### src/rtl/alu_arbiter_if.sv
// Operator encoding shared by the arbiter, its requesters and the ALU, plus
// the bundle of request / ALU / response signals around the arbiter.
// The perf-counter signals exist only when ALU_ARB_PERF_EN is defined.

package alu_arbiter_pkg;

  typedef enum logic [3:0] {
    _ADD = 4'd0,
    _SUB = 4'd1,
    _XOR = 4'd2,
    _OR  = 4'd3,
    _AND = 4'd4,
    _SLL = 4'd5,
    _SRL = 4'd6,
    _SRA = 4'd7,
    _LT  = 4'd8,
    _LTU = 4'd9
  } OPERATOR_t;

endpackage

interface alu_arbiter_if #(
  parameter int NUM_REQ = 2,
  parameter int ID_W    = (NUM_REQ > 1) ? $clog2(NUM_REQ) : 1
);
  import alu_arbiter_pkg::*;

  logic [NUM_REQ-1:0]       req_valid_i;
  logic [NUM_REQ-1:0]       req_ready_o;
  OPERATOR_t [NUM_REQ-1:0]  req_op_i;
  logic [NUM_REQ-1:0][31:0] req_operand1_i;
  logic [NUM_REQ-1:0][31:0] req_operand2_i;

  OPERATOR_t                alu_op_o;
  logic [31:0]              alu_operand1_o;
  logic [31:0]              alu_operand2_o;
  logic [31:0]              alu_result_i;

  logic                     rsp_valid_o;
  logic                     rsp_ready_i;
  logic [ID_W-1:0]          rsp_id_o;
  logic [31:0]              rsp_result_o;

`ifdef ALU_ARB_PERF_EN
  logic [NUM_REQ-1:0][31:0] perf_grant_cnt_o;
  logic [31:0]              perf_stall_cnt_o;
  logic                     perf_clr_i;
`endif

  // Requesters, response consumer and the ALU itself sit on this side.
  modport master (
`ifdef ALU_ARB_PERF_EN
    output perf_clr_i,
    input  perf_grant_cnt_o, perf_stall_cnt_o,
`endif
    output req_valid_i, req_op_i, req_operand1_i, req_operand2_i,
    output alu_result_i, rsp_ready_i,
    input  req_ready_o, alu_op_o, alu_operand1_o, alu_operand2_o,
    input  rsp_valid_o, rsp_id_o, rsp_result_o
  );

  // The arbiter sits on this side.
  modport slave (
`ifdef ALU_ARB_PERF_EN
    input  perf_clr_i,
    output perf_grant_cnt_o, perf_stall_cnt_o,
`endif
    input  req_valid_i, req_op_i, req_operand1_i, req_operand2_i,
    input  alu_result_i, rsp_ready_i,
    output req_ready_o, alu_op_o, alu_operand1_o, alu_operand2_o,
    output rsp_valid_o, rsp_id_o, rsp_result_o
  );

endinterface

### src/rtl/alu_arbiter.sv
// Round-robin arbiter sharing one combinational ALU between NUM_REQ
// requesters. The granted request drives the ALU in the accept cycle and the
// result is captured into a one-entry response register tagged with the
// requester index. Optional perf counters: define ALU_ARB_PERF_EN.
//
// state | meaning
// ------+-------------------------------------------------
// EMPTY | response register free, any request may be taken
// FULL  | response held (rsp_valid_o=1) until rsp_ready_i

module alu_arbiter
  import alu_arbiter_pkg::*;
#(
  parameter int NUM_REQ = 2,
  parameter int ID_W    = (NUM_REQ > 1) ? $clog2(NUM_REQ) : 1
) (
  input  logic         clk,
  input  logic         rst,
  alu_arbiter_if.slave bus
);

  typedef enum logic {
    EMPTY = 1'b0,
    FULL  = 1'b1
  } state_t;

  state_t             state_q, state_d;
  logic [ID_W-1:0]    rr_ptr_q, rr_ptr_d;
  logic [ID_W-1:0]    rsp_id_q, rsp_id_d;
  logic [31:0]        rsp_result_q, rsp_result_d;

  logic               can_accept;
  logic               grant_valid;
  logic [ID_W-1:0]    grant_idx;
  logic [ID_W-1:0]    grant_next;
  int                 cand;

  logic [NUM_REQ-1:0] ready;
  OPERATOR_t          alu_op;
  logic [31:0]        alu_operand1;
  logic [31:0]        alu_operand2;

  // A reset cycle never accepts; a full register frees up when drained
  // in the same cycle, which gives back-to-back throughput.
  assign can_accept = !rst &&
                      ((state_q == EMPTY) || (bus.rsp_ready_i && (state_q == FULL)));

  // Round-robin search starting at rr_ptr_q, wrapping past NUM_REQ-1.
  always_comb begin
    grant_valid = 1'b0;
    grant_idx   = '0;
    cand        = 0;
    if (can_accept) begin
      for (int k = 0; k < NUM_REQ; k++) begin
        cand = int'(rr_ptr_q) + k;
        if (cand >= NUM_REQ) cand = cand - NUM_REQ;
        if (!grant_valid && bus.req_valid_i[cand]) begin
          grant_valid = 1'b1;
          grant_idx   = ID_W'(cand);
        end
      end
    end
  end

  assign grant_next = (grant_idx == ID_W'(NUM_REQ - 1)) ? '0 : grant_idx + ID_W'(1);

  // Ready and ALU drive; ALU inputs sit at a constant idle value without a grant.
  always_comb begin
    ready        = '0;
    alu_op       = _ADD;
    alu_operand1 = '0;
    alu_operand2 = '0;
    if (grant_valid) begin
      ready[grant_idx] = 1'b1;
      alu_op           = bus.req_op_i[grant_idx];
      alu_operand1     = bus.req_operand1_i[grant_idx];
      alu_operand2     = bus.req_operand2_i[grant_idx];
    end
  end

  assign bus.req_ready_o    = ready;
  assign bus.alu_op_o       = alu_op;
  assign bus.alu_operand1_o = alu_operand1;
  assign bus.alu_operand2_o = alu_operand2;

  // Next state, response capture and pointer advance (grant implies transfer).
  always_comb begin
    state_d      = state_q;
    rr_ptr_d     = rr_ptr_q;
    rsp_id_d     = rsp_id_q;
    rsp_result_d = rsp_result_q;
    case (state_q)
      EMPTY: if (grant_valid) state_d = FULL;
      FULL:  if (!grant_valid && bus.rsp_ready_i) state_d = EMPTY;
    endcase
    if (grant_valid) begin
      rsp_result_d = bus.alu_result_i;
      rsp_id_d     = grant_idx;
      rr_ptr_d     = grant_next;
    end
  end

  // State and response registers.
  always_ff @(posedge clk) begin
    if (rst) begin
      state_q      <= EMPTY;
      rr_ptr_q     <= '0;
      rsp_id_q     <= '0;
      rsp_result_q <= '0;
    end else begin
      state_q      <= state_d;
      rr_ptr_q     <= rr_ptr_d;
      rsp_id_q     <= rsp_id_d;
      rsp_result_q <= rsp_result_d;
    end
  end

  assign bus.rsp_valid_o  = (state_q == FULL);
  assign bus.rsp_id_o     = rsp_id_q;
  assign bus.rsp_result_o = rsp_result_q;

`ifdef ALU_ARB_PERF_EN
  logic [NUM_REQ-1:0][31:0] grant_cnt_q;
  logic [31:0]              stall_cnt_q;

  // Transfer and stall counters; clear wins over a same-cycle increment.
  always_ff @(posedge clk) begin
    if (rst || bus.perf_clr_i) begin
      grant_cnt_q <= '0;
      stall_cnt_q <= '0;
    end else begin
      if (grant_valid) grant_cnt_q[grant_idx] <= grant_cnt_q[grant_idx] + 32'd1;
      if ((|bus.req_valid_i) && !grant_valid) stall_cnt_q <= stall_cnt_q + 32'd1;
    end
  end

  assign bus.perf_grant_cnt_o = grant_cnt_q;
  assign bus.perf_stall_cnt_o = stall_cnt_q;
`endif

endmodule

### src/flat_wrapper.sv
// flat-port wrapper written by rule: the top's interface ports become plain ports
module alu_arbiter_flat import alu_arbiter_pkg::*;
#(
  parameter int NUM_REQ = 2,
  parameter int ID_W    = (NUM_REQ > 1) ? $clog2(NUM_REQ) : 1
)
  (clk, rst, bus_req_valid_i, bus_req_op_i, bus_req_operand1_i, bus_req_operand2_i, bus_alu_result_i, bus_rsp_ready_i, bus_req_ready_o, bus_alu_op_o, bus_alu_operand1_o, bus_alu_operand2_o, bus_rsp_valid_o, bus_rsp_id_o, bus_rsp_result_o);
  alu_arbiter_if #(.NUM_REQ(NUM_REQ), .ID_W(ID_W)) bus_i ();
  input  logic clk;
  input  logic rst;
  input wire logic [$bits(bus_i.req_valid_i)-1:0] bus_req_valid_i;
  input wire logic [$bits(bus_i.req_op_i)-1:0] bus_req_op_i;
  input wire logic [$bits(bus_i.req_operand1_i)-1:0] bus_req_operand1_i;
  input wire logic [$bits(bus_i.req_operand2_i)-1:0] bus_req_operand2_i;
  input wire logic [$bits(bus_i.alu_result_i)-1:0] bus_alu_result_i;
  input wire logic [$bits(bus_i.rsp_ready_i)-1:0] bus_rsp_ready_i;
  output wire logic [$bits(bus_i.req_ready_o)-1:0] bus_req_ready_o;
  output wire logic [$bits(bus_i.alu_op_o)-1:0] bus_alu_op_o;
  output wire logic [$bits(bus_i.alu_operand1_o)-1:0] bus_alu_operand1_o;
  output wire logic [$bits(bus_i.alu_operand2_o)-1:0] bus_alu_operand2_o;
  output wire logic [$bits(bus_i.rsp_valid_o)-1:0] bus_rsp_valid_o;
  output wire logic [$bits(bus_i.rsp_id_o)-1:0] bus_rsp_id_o;
  output wire logic [$bits(bus_i.rsp_result_o)-1:0] bus_rsp_result_o;
  assign bus_i.req_valid_i = bus_req_valid_i;
  assign bus_i.req_op_i = bus_req_op_i;
  assign bus_i.req_operand1_i = bus_req_operand1_i;
  assign bus_i.req_operand2_i = bus_req_operand2_i;
  assign bus_i.alu_result_i = bus_alu_result_i;
  assign bus_i.rsp_ready_i = bus_rsp_ready_i;
  assign bus_req_ready_o = bus_i.req_ready_o;
  assign bus_alu_op_o = bus_i.alu_op_o;
  assign bus_alu_operand1_o = bus_i.alu_operand1_o;
  assign bus_alu_operand2_o = bus_i.alu_operand2_o;
  assign bus_rsp_valid_o = bus_i.rsp_valid_o;
  assign bus_rsp_id_o = bus_i.rsp_id_o;
  assign bus_rsp_result_o = bus_i.rsp_result_o;
  alu_arbiter #(.NUM_REQ(NUM_REQ), .ID_W(ID_W)) u_core (.clk(clk), .rst(rst), .bus(bus_i));
endmodule
### config.mk
export PLATFORM = sky130hd
export DESIGN_NAME = alu_arbiter_flat
export DESIGN_NICKNAME = d
export VERILOG_FILES = /design/src/rtl/alu_arbiter_if.sv /design/src/rtl/alu_arbiter.sv /design/src/flat_wrapper.sv
export SDC_FILE = /design/constraint.sdc
export NUM_CORES = 1
export LEC_CHECK = 0
export CAP_MARGIN = 20
export CORE_AREA = 2 2 108 110
export DETAILED_ROUTE_END_ITERATION = 12
export DIE_AREA = 0 0 110 112
export HOLD_SLACK_MARGIN = 0.08
export PLACE_DENSITY = 0.66
export SLEW_MARGIN = 20
export SYNTH_ARGS = -nofsm -noshare
export SYNTH_HDL_FRONTEND = slang
export SYNTH_SLANG_ARGS = --single-unit
### constraint.sdc
create_clock -name clk -period 1.3 [get_ports clk]
set_input_delay 0.13 -clock clk [delete_from_list [all_inputs] [get_ports clk]]
set_output_delay 0.13 -clock clk [all_outputs]
set_load 0.02 [all_outputs]
==> impl_metrics.py, run 1 <==
metrics = {
    "status": {
        "status": "complete, but fails checks",
        "violations": "setup timing",
    },
    "place": {
        "place_hpwl_mm": 9.31,
        "port_buffers": 276,
        "gp_congestion": 0.814,
        "pre_cts_slack_ns": -1.02,
    },
    "cts": {
        "cts-root-buf": "clkbuf_16",
        "clkLatencyLatePin_ns": 0.27,
        "cts_buffers": 5,
        "cts_buffer_depth": 2,
        "path_clk_slew_ns": 0.05,
        "htreeDepth": 2,
        "cts_tree": "built",
        "postCtsHoldBufs": 0,
        "cts_sinks": 35,
    },
    "synthesis": {
        "synth_cells": 245,
        "synth_top_area_share_pct": 33.3,
        "synth-seq-cells": 35,
        "yosys.area.top_type": "dfxtp_1",
        "synth_area_leaders": "dfxtp_1, a22o_1, nand3b_1",
        "ys_warn_count": 0,
        "avgSynthCellArea_um2": 8.59,
        "syn_area_um2": 2110,
        "synthDistinctLibCells": 18,
        "synth_nets": 418,
        "synth-seq-area-share_pct": 33.3,
    },
    "worst_setup_path": {
        "crit_slowest_cell": "dfxtp_2",
        "cpMostUsedCell": "buf_6",
        "critPathMaxFanout": 5,
        "startpoint_type": "flip-flop",
        "worstPathCellList": "buf_6 -> o2111a_2 -> buf_12 -> buf_12 -> buf_6 -> a22o_4 -> buf_6",
        "critPathKind": "flip-flop to output port",
        "worstSetupEndpointType": "output port",
        "slowest_delay_ns": 0.32,
        "cp.required_ns": 1.17,
        "cp_data_arrival_time_ns": 1.73,
    },
    "global_routing": {
        "gr-total-overflow": 0,
        "grt_max_degree": 43,
        "antenna_found_initial": 2,
        "grt_first_pass_wirelength_mm": 17.3,
        "grt_pass1_vias": 3095,
        "grt_usage_pct": 18.2,
    },
    "floorplanning": {
        "die_y_um": 112,
        "dieArea_um2": 12300,
        "die_w_um": 110,
        "design.core.area_um2": 11200,
        "initial_core_util_pct": 18.8,
        "rows": 39,
        "io_pins": 277,
    },
    "sta": {
        "skew_ns": 0.00613,
        "finalHoldViolations": 0,
        "drv_slew": 0,
        "min_period_ns": 1.86,
        "setup_slack_ns": -0.558,
        "finalSetupViolations": 71,
        "fmax_ghz": 0.538,
        "max_slew.worst_pin.slew_ns": 0.289,
        "finalCritPeriodShare_pct": 143,
        "rsz0062_at_grt": "yes",
        "slew_headroom_pct": 80.7,
    },
    "route": {
        "firstDrtPassIters": 4,
        "detail-route-antenna-nets": 0,
        "wl_per_cell_um": 18.2,
        "drtIter0Drc": 117,
        "drt-vias-per-instance": 4.71,
        "drc": 0,
        "vias": 3148,
        "routed_wl_mm": 12.2,
    },
    "power_and_ir_drop": {
        "leakagePower_nw": 2.48,
        "pwr_density_cell_nw_per_um2": 748,
        "peakVddDrop_v": 0.000762,
    },
    "final_layout": {
        "multi_input_area_um2": 1510,
        "seqCellArea_um2": 706,
        "nets": 696,
        "fill_cells": 1065,
        "drive_above_1_share_pct": 26.7,
        "areaGrowthSynthToFinish_pct": 170,
        "final_core_util_pct": 50.8,
    },
    "hold_path": {
        "min_path_type": "input pin to flip-flop",
    },
    "flow_run": {
        "drv_cap": 0,
    },
}
-- registers in the layout, indices dropped and copies added, names as in the netlist --
register / flops
u_core.bus.rsp_valid_o: 1
u_core.rr_ptr_q: 1
u_core.bus.rsp_result_o: 32
u_core.bus.rsp_id_o: 1
-- area by class of cell --
| class | count | share of cell area, % |
|---|---|---|
| Antenna cell | 2 | 0.0882 |
| Clock buffer | 7 | 2.51 |
| Clock inverter | 1 | 0.154 |
| Inverter | 2 | 0.132 |
| Multi-Input combinational cell | 175 | 26.6 |
| Sequential cell | 35 | 12.4 |
| Tap cell | 143 | 3.15 |
| Timing Repair Buffer | 304 | 55.0 |
-- repair_timing --
action | 4_1_cts | 5_1_grt
buffers inserted | 4 | 2
pin swaps | 4 | 3
setup endpoints to repair | 106 | 97
endpoints found under the hold margin | 0 | 0
cloned | 4 | 2
resized for setup | 369 | 62
-- power breakdown --
| part | internal (mW) | total, mW | switching, mW |
|---|---|---|---|
| Clock | 0.765 | 1.19 | 0.429 |
| Combinational | 1.09 | 1.87 | 0.776 |
| Sequential | 1.15 | 1.18 | 0.0339 |
| Total | 3.01 | 4.25 | 1.24 |
-- critical path, delay by kind of cell (launching register included) --
family                 cells  cell delay (ns)
flip-flops                 1             0.32
AO/OA/AOI/OAI              2             0.50
buffers and inverters      5             0.63
-- stage by stage --
step | hold slack, ns | instances | TNS (ns) | power, mW | area (um^2)
6_report | 0.394 | 669 | -34.50 | 4.25 | 5680
5_1_grt | 0.412 | 668 | -38.45 | 4.45 | 5670
4_1_cts | 0.371 | 663 | -34.83 | 4.21 | 5450
3_5_place_dp | 0.467 | 647 | -71.68 | 3.02 | 5320
3_3_place_gp | 0.460 | 647 | -70.36 | 3.01 | 5320
2_1_floorplan | 0.290 | 245 | -7.83 | 1.95 | 2400
-- Yosys cell counts --
library cell	count
inv_1	2
nor2_1	1
o2111a_1	1
buf_4	2
buf_2	15
nor4b_4	1
nand3b_1	32
a22o_1	68
o21ai_0	33
buf_1	3
clkbuf_1	13
and2_1	1
dfxtp_1	35
nor2b_2	1
a211oi_1	1
nand2b_1	1
a21oi_1	34
a31o_2	1
-- path summary, 6_finish.rpt --
kind,to,start,cells past startpoint,slack [ns]
max,bus_alu_operand2_o[27],u_core.rr_ptr_q,7,-0.56
min,u_core.rr_ptr_q,bus_req_valid_i[1],3,0.39
max reg2reg,u_core.bus.rsp_id_o,u_core.rr_ptr_q,6,-0.08
min reg2reg,u_core.bus.rsp_result_o[15],u_core.bus.rsp_result_o[15],2,0.47
-- cells by family (layout without fill, tap and decap cells) --
group | after synthesis | in the layout | share of synthesized area, %
compound gates | 138 | 138 | 45.5
simple gates | 37 | 37 | 13.7
flops | 35 | 35 | 33.3
buf+inv | 35 | 314 | 7.49
other cells | 0 | 2 | 0
-- metal layers --
metal,wire length (um),vias to the layer above,GRT usage [%]
met2,6440,135,34.3
met1,4320,1489,18.9
met3,1170,15,4.98
met5,0,-,0
met4,250,0,5.82
li1,-,1509,-
-- placed cells by master, fill, tap and decap left out, drive strengths merged --
cell type	netlist	routed
nor4b	1	1
clkdlybuf4s50	0	168
a22o	68	68
diode	0	2
a21oi	34	34
and2	1	1
dlygate4sd2	0	38
buf	20	96
clkbuf	13	9
inv	2	2
a211oi	1	1
clkinv	0	1
o2111a	1	1
a31o	1	1
nor2	1	1
nand2b	1	1
dfxtp	35	35
nand3b	32	32
nor2b	1	1
o21ai	33	33
(Power assumes the default switching activity.)
==> run 2, diff against run 1 <==
CORE_AREA = 2 2 107 109   (was 2 2 108 110)
CTS_CLUSTER_SIZE = 24   (was not set)
DIE_AREA = 0 0 109 111   (was 0 0 110 112)
PLACE_DENSITY = not set   (was 0.66)
clock period = 1.75 ns   (was 1.3 ns; I/O delays follow)
==> impl_metrics.py, run 2 (synthesis results as in run 1) <==
metrics = {
    "worst_setup_path": {
        "cp_data_arrival_time_ns": 1.72,
        "worstSetupEndpointType": "output port",
        "crit_slowest_cell": "dfxtp_2",
        "cp.required_ns": 1.57,
        "critPathKind": "flip-flop to output port",
        "critical_path_buf_inv_count": 4,
        "cpMostUsedCell": "buf_6",
        "startpoint_type": "flip-flop",
        "critPathTopFamily": "compound AO/OA/AOI/OAI gates",
        "critPathMaxFanout": 7,
        "slowest_delay_ns": 0.32,
        "worstPathCellList": "buf_6 -> o2111a_2 -> buf_6 -> buf_16 -> a22o_4 -> buf_12",
    },
    "route": {
        "drc": 0,
        "vias": 3153,
        "firstDrtPassIters": 4,
        "routed_wl_mm": 12.8,
        "detail-route-antenna-nets": 0,
        "drt-vias-per-instance": 4.71,
        "wl_per_cell_um": 19.1,
        "drtIter0Drc": 198,
    },
    "power_and_ir_drop": {
        "pwr_density_cell_nw_per_um2": 559,
        "peakVddDrop_v": 0.000405,
        "leakagePower_nw": 2.28,
    },
    "floorplanning": {
        "rows": 39,
        "dieArea_um2": 12100,
        "io_pins": 277,
        "die_y_um": 111,
        "design.core.area_um2": 11100,
        "die_w_um": 109,
        "initial_core_util_pct": 19.0,
    },
    "final_layout": {
        "largest_reg_flops": 32,
        "layout_commonest_cell": "clkdlybuf4s50_1",
        "final_core_util_pct": 50.9,
        "nets": 697,
        "areaGrowthSynthToFinish_pct": 168,
        "drive_above_1_share_pct": 22.7,
        "final_cell_mix": "clkdlybuf4s50_1, buf_6, a22o_1",
    },
    "sta": {
        "finalCritPeriodShare_pct": 108,
        "finalSetupViolations": 68,
        "finalHoldViolations": 0,
        "slew_headroom_pct": 74.0,
        "skew_ns": 0.00325,
        "setup_slack_ns": -0.149,
        "fmax_ghz": 0.527,
        "drv_slew": 0,
        "min_period_ns": 1.90,
        "max_slew.worst_pin.slew_ns": 0.390,
        "rsz0062_at_grt": "yes",
    },
    "global_routing": {
        "grt_usage_pct": 19.6,
        "grt_pass1_vias": 3201,
        "grt_max_degree": 66,
        "grt_first_pass_wirelength_mm": 18.2,
        "gr-total-overflow": 0,
        "antenna_found_initial": 2,
    },
    "status": {
        "status": "complete, but fails checks",
        "violations": "setup timing",
    },
    "cts": {
        "cts_buffers": 5,
        "clkLatencyLatePin_ns": 0.27,
        "cts_sinks": 35,
        "cts_buffer_depth": 2,
        "path_clk_slew_ns": 0.05,
        "cts_tree": "built",
        "htreeDepth": 2,
        "cts-root-buf": "clkbuf_16",
    },
    "place": {
        "pre_cts_slack_ns": -0.624,
        "gp_congestion": 0.899,
        "place_hpwl_mm": 9.26,
        "port_buffers": 276,
    },
    "hold_path": {
        "min_path_type": "input pin to flip-flop",
    },
    "flow_run": {
        "drv_cap": 0,
    },
}
[run 2: through the flow]
step / TNS, ns / cells / hold slack [ns] / instance area, um^2 / power, mW
after floorplan: 0 / 245 / 0.335 / 2110 / 1.38
after global placement: -36.27 / 650 / 0.460 / 5120 / 2.19
after detailed placement: -38.32 / 650 / 0.467 / 5120 / 2.19
after CTS: -7.35 / 667 / 0.323 / 5540 / 3.16
after global routing: -11.41 / 670 / 0.344 / 5640 / 3.30
final: -7.24 / 670 / 0.322 / 5640 / 3.15
[run 2: path summary, 6_finish.rpt]
| kind | startpoint | cells after the start | slack [ns] | end |
|---|---|---|---|---|
| max | u_core.rr_ptr_q | 6 | -0.15 | bus_alu_operand1_o[30] |
| min | rst | 2 | 0.32 | u_core.rr_ptr_q |
| max reg2reg | u_core.bus.rsp_valid_o | 4 | 0.46 | u_core.bus.rsp_id_o |
| min reg2reg | u_core.bus.rsp_result_o[21] | 2 | 0.47 | u_core.bus.rsp_result_o[21] |
[run 2: cell type report]
type | instances | area [um^2]
Sequential cell | 35 | 703
Clock buffer | 7 | 133
Timing Repair Buffer | 305 | 3290
Clock inverter | 1 | 5.00
Multi-Input combinational cell | 175 | 1320
Fill cell | 1050 | 5440
Tap cell | 143 | 179
Antenna cell | 2 | 5.00
Inverter | 2 | 7.51
[run 2: where the power goes]
part,switching [mW],total (mW),internal (mW)
logic,0.578,1.43,0.849
registers,0.0267,0.881,0.854
clock network,0.319,0.845,0.526
total,0.924,3.15,2.23
[run 2: worst reg2reg max path: cells and delay by family, from the launching register on]
| family | cells | cell delay [ns] |
|---|---|---|
| flops | 1 | 0.34 |
| compound gates | 2 | 0.42 |
| buf+inv | 1 | 0.36 |
| simple gates | 1 | 0.07 |
[run 2: per-layer routing]
metal	global-route usage, %	vias up	share of wire (%)
met4	7.26	0	3.6
met3	6.35	26	9.7
met2	34.4	157	49
met1	21.7	1463	38
li1	-	1507	-
met5	0	-	0
[run 2: repair_timing]
action / in CTS / in global routing
gates cloned: 4 / 3
endpoints found under the setup margin: 70 / 70
hold buffers: 0 / 0
gates resized for setup: 420 / 19
pin swaps: 65 / 5
buffers inserted: 5 / 0
